==> src/rtl/rx_ctrl_unit.sv <==
// Receive control FSM for the serial receiver: sequences the bit-period timer and bit counter,
// checks the stop bit, strobes the buffer load and keeps host-side status flags.
module rx_ctrl_unit #(
    parameter int unsigned NUM_CNT_BITS = 4,
    parameter int unsigned BIT_PERIOD   = 10,
    parameter int unsigned PACKET_BITS  = 9
) (
    input  logic                    clk,
    input  logic                    n_rst,
    input  logic                    start_bit_detected,
    input  logic                    shift_strobe,
    input  logic                    packet_done,
    input  logic                    stop_bit,
    input  logic                    data_read,
    output logic                    tmr_clear,
    output logic                    tmr_enable,
    output logic [NUM_CNT_BITS-1:0] tmr_rollover_val,
    output logic                    bit_clear,
    output logic                    bit_enable,
    output logic [NUM_CNT_BITS-1:0] bit_rollover_val,
    output logic                    load_buffer,
    output logic                    data_ready,
    output logic                    framing_error,
    output logic                    overrun_error
);

    typedef enum logic [2:0] {
        IDLE     = 3'd0,
        START    = 3'd1,
        RECEIVE  = 3'd2,
        STOP_CHK = 3'd3,
        LOAD     = 3'd4
    } state_t;

    state_t state;
    state_t next_state;

    assign tmr_rollover_val = NUM_CNT_BITS'(BIT_PERIOD);
    assign bit_rollover_val = NUM_CNT_BITS'(PACKET_BITS);

    // State register
    always_ff @(posedge clk or negedge n_rst) begin
        if (!n_rst) begin
            state <= IDLE;
        end else begin
            state <= next_state;
        end
    end

    // Next-state and Moore strobes; bit_enable passes the timer rollover through while receiving
    always_comb begin
        next_state  = state;
        tmr_clear   = 1'b0;
        tmr_enable  = 1'b0;
        bit_clear   = 1'b0;
        bit_enable  = 1'b0;
        load_buffer = 1'b0;
        case (state)
            IDLE: begin
                if (start_bit_detected) begin
                    next_state = START;
                end
            end
            START: begin
                tmr_clear  = 1'b1;
                bit_clear  = 1'b1;
                next_state = RECEIVE;
            end
            RECEIVE: begin
                tmr_enable = 1'b1;
                bit_enable = shift_strobe;
                if (packet_done) begin
                    next_state = STOP_CHK;
                end
            end
            STOP_CHK: begin
                next_state = stop_bit ? LOAD : IDLE;
            end
            LOAD: begin
                load_buffer = 1'b1;
                next_state  = IDLE;
            end
            default: begin
                next_state = IDLE;
            end
        endcase
    end

    // Framing status: cleared when a packet starts, captured at the stop-bit check
    always_ff @(posedge clk or negedge n_rst) begin
        if (!n_rst) begin
            framing_error <= 1'b0;
        end else if (state == START) begin
            framing_error <= 1'b0;
        end else if (state == STOP_CHK) begin
            framing_error <= ~stop_bit;
        end
    end

    // Host-side buffer status; a load always wins over a concurrent read
    always_ff @(posedge clk or negedge n_rst) begin
        if (!n_rst) begin
            data_ready    <= 1'b0;
            overrun_error <= 1'b0;
        end else begin
            if (load_buffer) begin
                data_ready <= 1'b1;
            end else if (data_read) begin
                data_ready <= 1'b0;
            end

            if (load_buffer && data_ready && !data_read) begin
                overrun_error <= 1'b1;
            end else if (data_read) begin
                overrun_error <= 1'b0;
            end
        end
    end

endmodule

==> config.mk <==
export PLATFORM = sky130hd
export DESIGN_NAME = rx_ctrl_unit
export DESIGN_NICKNAME = d
export VERILOG_FILES = /design/src/rtl/rx_ctrl_unit.sv
export SDC_FILE = /design/constraint.sdc
export NUM_CORES = 1
export LEC_CHECK = 0
export ABC_CLOCK_PERIOD_IN_PS = 1200
export CORE_AREA = 2 2 39 41
export DETAILED_ROUTE_END_ITERATION = 12
export DIE_AREA = 0 0 41 43
export GPL_TIMING_DRIVEN = 1
export HOLD_SLACK_MARGIN = 0.15
export PLACE_DENSITY = 0.66
export SYNTH_ARGS = -nofsm -noshare
export SYNTH_HDL_FRONTEND = slang
export SYNTH_SLANG_ARGS = --single-unit
==> constraint.sdc <==
create_clock -name clk -period 1.2 [get_ports clk]
set_clock_uncertainty 0.05 [all_clocks]
set_input_delay 0.24 -clock clk [delete_from_list [all_inputs] [get_ports clk]]
set_output_delay 0.24 -clock clk [all_outputs]
set_load 0.01 [all_outputs]
After elaboration in Yosys (flattened, before gate mapping)

Cells that the tools add are included.

Register bits: 6
Input bits: 7
Output and inout port bits: 16

Multiplexer cells: 13
Equal/unequal tests: 6
Bitwise gates (word level): 1
Reduce and logical (&&, ||, !) cells: 8

Operators with widths:

| operator                                            | count |
|---|---|
| one-hot mux 3 bit (4 select lines)                  | 1 |
| 2-to-1 mux 1 bit                                    | 9 |
| 2-to-1 mux 3 bit                                    | 3 |
| equality test 3 x 2 -> 1 bit, second input constant | 2 |
| nonzero test 2 bit                                  | 3 |
| inequality test 2 bit, second input constant        | 2 |
| equality test 3 x 1 -> 1 bit, second input constant | 1 |
| equality test 3 bit, second input constant          | 1 |
| logical NOT 3 bit                                   | 1 |
| logical AND 1 bit                                   | 2 |
| AND reduction 2 bit                                 | 1 |
| logical NOT 1 bit                                   | 1 |
| inverter 1 bit                                      | 1 |

Depth between registers and ports, before layout

Word-level depth: 5
Gate-level depth with buffers: 3
Mapped depth without buffers: 2

Worst setup path before layout

OpenSTA, ideal clock, no wires.

Path type: register -> output
From: register state[1]
To: output bit_enable
Cell stages (with the launch flop): 3
Arrival: 1.022 ns
Buffers on the path: 0
Data required time: 0.910 ns
Slack: -0.112 ns
Cell sequence: dfrtp_1 > nor3b_1 > and2_1

Cells in the longest elaborated chain, start to end: 2

RTL lines:

| item                         | RTL line | source |
|---|---|---|
| from (decl)                  | 35       | `state_t state;` |
| from (signal assigned)       | 46       | `state <= next_state;` |
| equality test 3 x 2 -> 1 bit | 58       | `case (state)` |
| 2-to-1 mux 1 bit             | 58       |  |
| to (decl)                    | 19       | `output logic bit_enable,` |

No other way between the ends.

Final worst setup path

From: register state[0]
To: output load_buffer

Cells in the longest elaborated chain, start to end: 2

RTL lines:

| item                | RTL line | source |
|---|---|---|
| equality test 3 bit | 58       |  |
| 2-to-1 mux 1 bit    | 58       |  |
| to (decl)           | 21       | `output logic load_buffer,` |

No other way between the ends.

==> results.md <==
* Run status: complete, but fails checks
* Violated checks: negative setup slack
* FF+latch count, synth at 6
* Die ar. at 1760 sq um
* Leak at just under 0.3 nW
* Yosys Warn Count at 0
* Num ports at 23
* CTS sink count at 6
* Bufs on Longest Clock Path at 2
* Post-route ant nets at 0
* Port buffer count at 14
* Total Wirelength at 655 um
* Worst flop-to-flop path startpoint: state[0]$_DFFE_PN0P_
* Yosys top cell area share at 42.3%
* Post-Syn Instances at 34
* Power Dens Cells at between 1500 and 2000 nW/um^2
* DRC viols at 0
* Crit end category: primary output
* Hold_buf cts at 0
* Clock Tree Root: clkbuf_4
* Vias at 288
* Average size of a mapped cell at around 10 sq um
* Dpl hpwl at 508 um
* Final setup vio count at 7
* Setup_tns at -1.24 ns
* Seq/Total Area, Yosys at 42.3%
* Max Freq at 0.680 GHz
* Dpl ws at -0.445 ns
* EDFF count, synth at 0
* Share of cells above drive strength 1 at 40.4%
* Slowest CP cell: dfrtp_1
* WP buf/inv at 2
* H-tree levels at 1
* Initial antenna violation count at 0
* Worst setup SP type: register
* Via density at 3.95
* Hold Path Class: input pin to asynchronous set/reset pin
* Maximum vdd drop at a little under 0.0009 V
* R2R setup slack at -0.08 ns
* First-pass GRT wire length at 972 um
* Crit-path max FO at 4
* Leading area contributor after synthesis: dfrtp_1
* Final setup margin at -0.271 ns
* Dominant delay contributor by cell family on the critical path: flip-flops
* Area grow syn2layout at 59.9%
* Post-synth ARST share at 100%
* Fill count at ~150
* Crit path from: state[0]$_DFFE_PN0P_
* Core ar. at 1380 sq um
* Gr usage total at 9.16%
* CP Cell Sequence: or3b_4 > inv_2 > buf_6
* DR WL/cell at between 8 and 9 um
* Iteration-0 DRC count of the detailed router at 0
* Nets at 66
* Minimum clock period at approximately 1.5 ns
* Yosys cell types at 18
* Global route overflow at 0
* Largest net degree at the start of global routing at 7
* Crit share post-route at 123%
* Top-count cell post-synth: buf_4
* CP required at 0.91 ns
* CTS tree: done
* Fin. max-slew vios at 0
* N_diodes at 0
* Hold Fails Final Rpt at 0
* Routability Congestion at around 0.73
* Max-Cap Viols at 0
* Drt pass-1 iters at 1
* Register area at 150 sq um
* Cell area after synthesis at 355 sq um
* Number of global-route vias before repair at roughly 250
* Clock Pin Slew Worst Setup and Hold Paths at around 0.040 ns
* Area of the multi-input gates at around 170 sq um
* Clk Latency, worst-skew pair at 0.24 ns
* Data arrival, critical path at 1.18 ns
* Initial Util at roughly a quarter
* CP max stage delay at 0.40 ns
* Top post-synthesis cells by area: dfrtp_1, buf_4, and2b_1
* Worst Setup Path Type: register to primary output
* Row Count at 14
* Die X at 41 um
* Post-synth top cells: buf_4, dfrtp_1, and2b_1, conb_1, inv_1
* Die H at 43 um
* R2R depth at 4
* Post-synth top flop: dfrtp_1
* RSZ-0062 raised after global routing: yes
* Reg2Reg Capture Point: overrun_error$_DFFE_PN0P_
* CTS Buf Count at 3
## report_power, final
| part | switching [mW] | internal [mW] |
|---|---|---|
| clock network | 0.0689 | 0.113 |
| registers | 0.0453 | 0.266 |
| logic | 0.232 | 0.384 |
## state kept, by name, indices dropped and copies added (netlist names)
name,flops
framing_error,1
data_ready,1
state,3
overrun_error,1
## layout make-up
class | instances | share of cell area [%]
Inverter | 2 | 1.32
Timing Repair Buffer | 23 | 35.7
Multi-Input combinational cell | 23 | 29.1
Sequential cell | 6 | 26.4
Tap cell | 16 | 3.52
Clock buffer | 3 | 3.96
## cells by family (layout without fill, tap and decap cells)
| group | after synthesis | in the layout | synth area share, % |
|---|---|---|---|
| compound gates | 1 | 1 | 3.52 |
| xor+xnor | 1 | 1 | 2.47 |
| buf+inv | 11 | 28 | 21.1 |
| flops | 6 | 6 | 42.3 |
| mux | 2 | 2 | 7.04 |
| other cells | 2 | 8 | 2.11 |
| simple gates | 11 | 11 | 21.5 |
## metrics by stage
step | hold WS (ns) | utilization, % | area, sq um | cells | power (mW)
floorplan | -0.106 | - | 383 | 40 | 0.617
global placement | 0.449 | 37.1 | 513 | 66 | 0.883
detailed placement | 0.454 | 37.1 | 513 | 66 | 0.889
CTS | 0.199 | 38.5 | 533 | 71 | 1.07
global route | 0.207 | 41.0 | 568 | 73 | 1.20
finish | 0.197 | 41.0 | 568 | 73 | 1.11
## what timing repair did
action	in CTS	in global routing
endpoints found under the hold margin	0	0
pin swaps	4	4
setup buffers	2	3
resized for setup	26	6
gates cloned	0	0
endpoints found under the setup margin	8	9
## how the worst max path moves through the flow
stage                        endpoint  depth (start not counted)
final                     load_buffer                          3
after global routing      load_buffer                          3
after CTS                 load_buffer                          3
after detailed placement  load_buffer                          3
after global placement    load_buffer                          3
after floorplan             tmr_clear                          3
## worst reg2reg max path, delay by kind of cell, from the launching register on
family,cells,cell delay (ns)
compound gates,1,0.10
buf+inv,2,0.25
simple gates,1,0.39
flops,1,0.40
## placed cells by master (no fill, tap or decap), types with 2 or more instances in the layout
cell / count
conb_1: 8
clkdlybuf4s50_1: 6
and2b_1: 2
dfrtp_1: 6
clkdlybuf4s15_1: 3
buf_4: 7
buf_2: 3
buf_6: 4
clkbuf_4: 3
## per-layer routing
layer | routed length (um) | vias to the layer above | GRT usage (%)
li1 | - | 139 | -
met1 | 231 | 130 | 9.74
met2 | 333 | 17 | 12.2
met3 | 85 | 2 | 6.81
met4 | 6 | 0 | 6.00
met5 | 0 | - | 0
Power figures use the tool's default switching activity.
